### src/rtl/hazard_ctrl.sv
// hazard_ctrl - pipeline sequencing controller for the 16-bit five-stage core.
//
// Drives write enables / synchronous clears of PC, IF/ID, ID/EX and EX/MEM.
// Resolves load-use hazards, taken branches, jumps, imem/dmem wait states and
// HALT (drain, halted, resume). Keeps saturating stall/flush event counters.
//
// Ports:
//   clk, reset            clock, async active-low reset
//   id_rs/id_rt           source regs of ID instruction (+ id_use_rs/rt)
//   ex_memread, ex_rd     load in EX and its destination
//   ex_branch_taken       taken branch resolved in EX
//   id_jump, id_halt      jump / HALT decoded in ID
//   imem_ready, dmem_busy memory wait states
//   resume                leave HALTED
//   cnt_clr               clear both counters
//   wr_*, IFIDclear, IDEXclear, pc_sel, halted   pipeline control (Mealy)
//   stall_cnt, flush_cnt  saturating 16-bit event counters
module hazard_ctrl #(
  parameter int RW        = 4,
  parameter int DRAIN_CYC = 3
) (
  input  logic          clk,
  input  logic          reset,
  input  logic [RW-1:0] id_rs,
  input  logic [RW-1:0] id_rt,
  input  logic          id_use_rs,
  input  logic          id_use_rt,
  input  logic          ex_memread,
  input  logic [RW-1:0] ex_rd,
  input  logic          ex_branch_taken,
  input  logic          id_jump,
  input  logic          id_halt,
  input  logic          imem_ready,
  input  logic          dmem_busy,
  input  logic          resume,
  input  logic          cnt_clr,
  output logic          wr_PC,
  output logic          wr_IFID,
  output logic          wr_IDEX,
  output logic          wr_EXMEM,
  output logic          IFIDclear,
  output logic          IDEXclear,
  output logic [1:0]    pc_sel,
  output logic          halted,
  output logic [15:0]   stall_cnt,
  output logic [15:0]   flush_cnt
);

  typedef enum logic [1:0] {RUN, DRAIN, HALTED} state_t;

  localparam logic [3:0] DRAIN_INIT = 4'(DRAIN_CYC);

  state_t     state, state_nxt;
  logic [3:0] dcnt, dcnt_nxt;
  logic       hazard;
  logic       stall_inc, flush_inc;

  // r0 is hardwired, so a load targeting it never blocks the consumer.
  assign hazard = ex_memread && (ex_rd != '0) &&
                  ((id_use_rs && (id_rs == ex_rd)) || (id_use_rt && (id_rt == ex_rd)));

  always_comb begin
    wr_PC     = 1'b1;
    wr_IFID   = 1'b1;
    wr_IDEX   = 1'b1;
    wr_EXMEM  = 1'b1;
    IFIDclear = 1'b0;
    IDEXclear = 1'b0;
    pc_sel    = 2'b00;
    halted    = 1'b0;
    state_nxt = state;
    dcnt_nxt  = dcnt;
    stall_inc = 1'b0;
    flush_inc = 1'b0;

    unique case (state)
      RUN: begin
        if (dmem_busy) begin
          // Full freeze: a taken branch stays presented by the held EX stage.
          {wr_PC, wr_IFID, wr_IDEX, wr_EXMEM} = 4'b0000;
          stall_inc = 1'b1;
        end else if (ex_branch_taken) begin
          // Squashes whatever sits in IF and ID, including halt/jump/hazard.
          pc_sel    = 2'b01;
          wr_IFID   = 1'b0;
          wr_IDEX   = 1'b0;
          IFIDclear = 1'b1;
          IDEXclear = 1'b1;
          flush_inc = 1'b1;
        end else if (hazard) begin
          wr_PC     = 1'b0;
          wr_IFID   = 1'b0;
          wr_IDEX   = 1'b0;
          IDEXclear = 1'b1;
          stall_inc = 1'b1;
        end else if (id_halt) begin
          // PC holds the address after HALT so resume restarts there.
          wr_PC     = 1'b0;
          wr_IFID   = 1'b0;
          IFIDclear = 1'b1;
          state_nxt = DRAIN;
          dcnt_nxt  = DRAIN_INIT;
        end else if (id_jump) begin
          pc_sel    = 2'b10;
          wr_IFID   = 1'b0;
          IFIDclear = 1'b1;
          flush_inc = 1'b1;
        end else if (!imem_ready) begin
          wr_PC     = 1'b0;
          wr_IFID   = 1'b0;
          IFIDclear = 1'b1;
          stall_inc = 1'b1;
        end
      end

      DRAIN: begin
        if (dmem_busy) begin
          // Frozen cycles do not count toward the drain.
          {wr_PC, wr_IFID, wr_IDEX, wr_EXMEM} = 4'b0000;
          stall_inc = 1'b1;
        end else begin
          wr_PC     = 1'b0;
          wr_IFID   = 1'b0;
          IFIDclear = 1'b1;
          dcnt_nxt  = dcnt - 4'd1;
          if (dcnt == 4'd1) state_nxt = HALTED;
        end
      end

      HALTED: begin
        {wr_PC, wr_IFID, wr_IDEX, wr_EXMEM} = 4'b0000;
        halted = 1'b1;
        if (resume) state_nxt = RUN;
      end

      default: state_nxt = RUN;
    endcase

    // In reset the pipeline registers are held empty.
    if (!reset) begin
      {wr_PC, wr_IFID, wr_IDEX, wr_EXMEM} = 4'b0000;
      IFIDclear = 1'b1;
      IDEXclear = 1'b1;
      pc_sel    = 2'b00;
      halted    = 1'b0;
      stall_inc = 1'b0;
      flush_inc = 1'b0;
    end
  end

  always_ff @(posedge clk or negedge reset) begin
    if (!reset) begin
      state <= RUN;
      dcnt  <= '0;
    end else begin
      state <= state_nxt;
      dcnt  <= dcnt_nxt;
    end
  end

  always_ff @(posedge clk or negedge reset) begin
    if (!reset) begin
      stall_cnt <= '0;
      flush_cnt <= '0;
    end else if (cnt_clr) begin
      stall_cnt <= '0;
      flush_cnt <= '0;
    end else begin
      if (stall_inc && (stall_cnt != 16'hFFFF)) stall_cnt <= stall_cnt + 16'd1;
      if (flush_inc && (flush_cnt != 16'hFFFF)) flush_cnt <= flush_cnt + 16'd1;
    end
  end

endmodule

### config.mk
export PLATFORM = sky130hd
export DESIGN_NAME = hazard_ctrl
export DESIGN_NICKNAME = d
export VERILOG_FILES = /design/src/rtl/hazard_ctrl.sv
export SDC_FILE = /design/constraint.sdc
export NUM_CORES = 1
export LEC_CHECK = 0
export BUFFER_PORTS_ARGS = -buffer_cell sky130_fd_sc_hd__buf_2
export CORE_UTILIZATION = 45
export CTS_CLUSTER_SIZE = 20
export DETAILED_ROUTE_END_ITERATION = 8
export PLACE_DENSITY = 0.7
export SLEW_MARGIN = 20
export SYNTH_ARGS = -nofsm -noshare
export SYNTH_HDL_FRONTEND = slang
export SYNTH_SLANG_ARGS = --single-unit
### constraint.sdc
create_clock -name clk -period 7.6 [get_ports clk]
set_clock_uncertainty 0.05 [all_clocks]
set_input_delay 0.38 -clock clk [delete_from_list [all_inputs] [get_ports clk]]
set_output_delay 0.38 -clock clk [all_outputs]
set_load 0.05 [all_outputs]
==> flow_metrics.py <==
metrics = {
    "clock_network": {
        "clk_pin_slew_worst_paths_ps": 70,
        "insertion_delay_ps": 290,
        "postCtsSetupRepairBufs": 0,
        "clockBufferDepth": 2,
        "clock-root-buffer": "clkbuf_8",
        "cts_hold_buf": 0,
        "cts_htree_levels": 2,
        "clock_sinks": 38,
        "post_cts_resized": 0,
        "numCtsBuffers": 5,
        "cts_tree": "built",
    },
    "logic_synthesis": {
        "ys_seq_elements": 38,
        "synth_cell_types": 51,
        "netlist.area_leader.share_pct": 36.8,
        "yosys_warnings": 0,
        "synth_edf_count": 0,
        "async_flop_share_pct": 100,
        "avgSynthCellArea_um2": 8.92,
        "synth_top_area_cell": "dfrtp_1",
        "synth_seq_area_share_pct": 36.8,
        "syn_inst": 290,
        "synth_area_leaders": "dfrtp_1, mux2_1, a21oi_1",
        "syn-num-nets": 322,
        "netlist_area_um2": 2590,
        "ys.flop_type": "dfrtp_1",
    },
    "sta": {
        "setup_viol": 0,
        "relSlewSlack_pct": 48.2,
        "holdWs_ps": 123,
        "fin_crit_sh_pct": 37.2,
        "hold_viol_final": 0,
        "min_period_ps": 2830,
        "setup_tns_ps": 0,
        "worst_pin_slew_ps": 777,
        "rsz0062_at_grt": "false",
        "slew_viol_final": 0,
        "max_freq_ghz": 0.353,
    },
    "pwr": {
        "ir_drop_uv": 103,
        "power.total_uw": 578,
        "power_density_nw_per_um2": 188,
        "power.leakage_uw": 0.00140,
    },
    "layout": {
        "drive_gt1_share_pct": 23.1,
        "final_common_cell": "buf_2",
        "final_util_pct": 55.4,
        "nets": 382,
        "final_cell_mix": "buf_2, dfrtp_1, nor2_1",
        "area_growth_pct": 18.6,
        "fin_cells": 423,
        "antenna_cells": 0,
    },
    "die": {
        "die_width_um": 77.8,
        "ioPinCount": 65,
        "die_area_um2": 6060,
        "fp.coreArea_um2": 5540,
        "initial_core_util_pct": 46.7,
        "rows": 27,
        "die-height_um": 77.8,
    },
    "drt": {
        "wire_per_inst_um": 13.6,
        "wl_um": 5760,
        "vias": 2407,
        "route.detailed.drc": 0,
        "drtIter0Drc": 113,
        "ant_nets": 0,
        "routed_via_density": 5.69,
        "first_pass_iters": 4,
    },
    "placement": {
        "dp_hpwl_um": 4080,
        "place_congestion": 0.838,
        "portBuffers": 64,
        "post-place-cells": 414,
    },
    "worst_setup_path": {
        "cp.required_ps": 7730,
        "arrival_ps": 2960,
        "criticalPathCategory": "flip-flop to flip-flop",
        "critPathCaptureType": "flip-flop",
        "worst_setup_path_start_kind": "flip-flop",
        "crit_path_max_fanout": 20,
    },
    "grt": {
        "antenna_found_initial": 0,
        "grt_usage_pct": 20.3,
        "grt_max_degree": 50,
        "grt_pass1_wl_um": 9800,
        "gr-total-overflow": 0,
        "grt_pass1_vias": 2182,
    },
    "run": {
        "maxCapViolations": 0,
    },
    "hold_path": {
        "hold_path_class": "primary input to async pin",
    },
    "outcome": {
        "outcome": "completed",
    },
}
[layout make-up]
cell class	count	area, um2
clock inverter	1	5.00
clock buffer	7	86.3
fill	535	2470
timing repair buffer	67	347
inverter	12	45.0
tap	72	90.1
multi-input combinational	226	1540
sequential	38	951
[flip-flops by register name (all words and copies together), names as in the netlist]
signal and count:
flush_cnt 16, stall_cnt 16, dcnt 4, state 2
[cells by family (layout without fill, tap and decap cells)]
family                   Yosys count  count (layout)  share of synthesized area [%]
multiplexers                      14              14                           6.00
AO/OA/AOI/OAI                     65              65                           16.5
adder cells (fa/ha/maj)            8               8                           3.87
buffers and inverters             26              87                           3.92
XOR/XNOR                           8               8                           2.71
flip-flops                        38              38                           36.8
AND/OR/NAND/NOR                  131             131                           30.2
[worst paths after layout]
kind	start	to	slack (ps)	cells after the start
worst min-delay path	reset	flush_cnt[7]$_DFFE_PN0P_	120	2
worst min register to register	dcnt[3]$_DFFE_PN0P_	dcnt[3]$_DFFE_PN0P_	480	1
max in group asynchronous	reset	dcnt[0]$_DFFE_PN0P_	6990	2
min in group clk	resume	state[0]$_DFFE_PN0P_	480	4
worst max-delay path	state[0]$_DFFE_PN0P_	flush_cnt[8]$_DFFE_PN0P_	4770	8
worst max register to register	state[0]$_DFFE_PN0P_	flush_cnt[8]$_DFFE_PN0P_	4770	8
[routing by layer]
| metal | vias to the layer above | wire, um | GRT usage (%) |
|---|---|---|---|
| li1 | 1202 | - | - |
| met1 | 1151 | 2710 | 26.3 |
| met2 | 49 | 2780 | 33.9 |
| met3 | 5 | 192 | 3.53 |
| met4 | 0 | 67 | 7.36 |
| met5 | - | 0 | 0 |
[power by group]
part | internal (uW) | leakage, uW | switching (uW)
sequential | 214 | 0.000519 | 14.5
combinational | 64.6 | 0.000836 | 139
clock | 73.3 | 0.0000482 | 72.7
[synthesized netlist by cell type (2+ instances only)]
library cell,n
nor4_1,11
o21ai_1,7
nand2b_1,2
or3_1,7
nand3_2,2
or4b_1,2
or4_1,10
and2_1,4
o31ai_1,13
nor4_4,2
a21oi_1,20
inv_1,11
nand3_1,15
o211ai_1,2
dfrtp_1,38
mux2_1,12
a22o_1,2
nor3b_1,2
nand4_1,4
nor2b_1,14
clkbuf_1,11
ha_1,8
and3_1,5
xor2_1,6
nand2_1,17
xnor2_1,2
o21ai_0,7
nor3_1,3
o21a_1,2
nor2_1,23
mux2i_1,2
buf_2,3
nor4b_1,3
[worst max-delay path, stage by stage, from the launching register on]
cell,delay [ps]
dfrtp_1,430
inv_1,110
ha_1,310
inv_2,100
nor2_1,240
nand4_1,190
o31a_1,500
nor4b_1,430
mux2_1,350
[through the flow]
step / area [um2] / setup slack [ps]
6_report: 3070 / 4770
5_1_grt: 3070 / 4460
4_1_cts: 3060 / 4770
3_5_place_dp: 2970 / 4790
3_3_place_gp: 2970 / 4820
2_1_floorplan: 2590 / 4510
No activity file was read; power rests on OpenSTA's default activity.
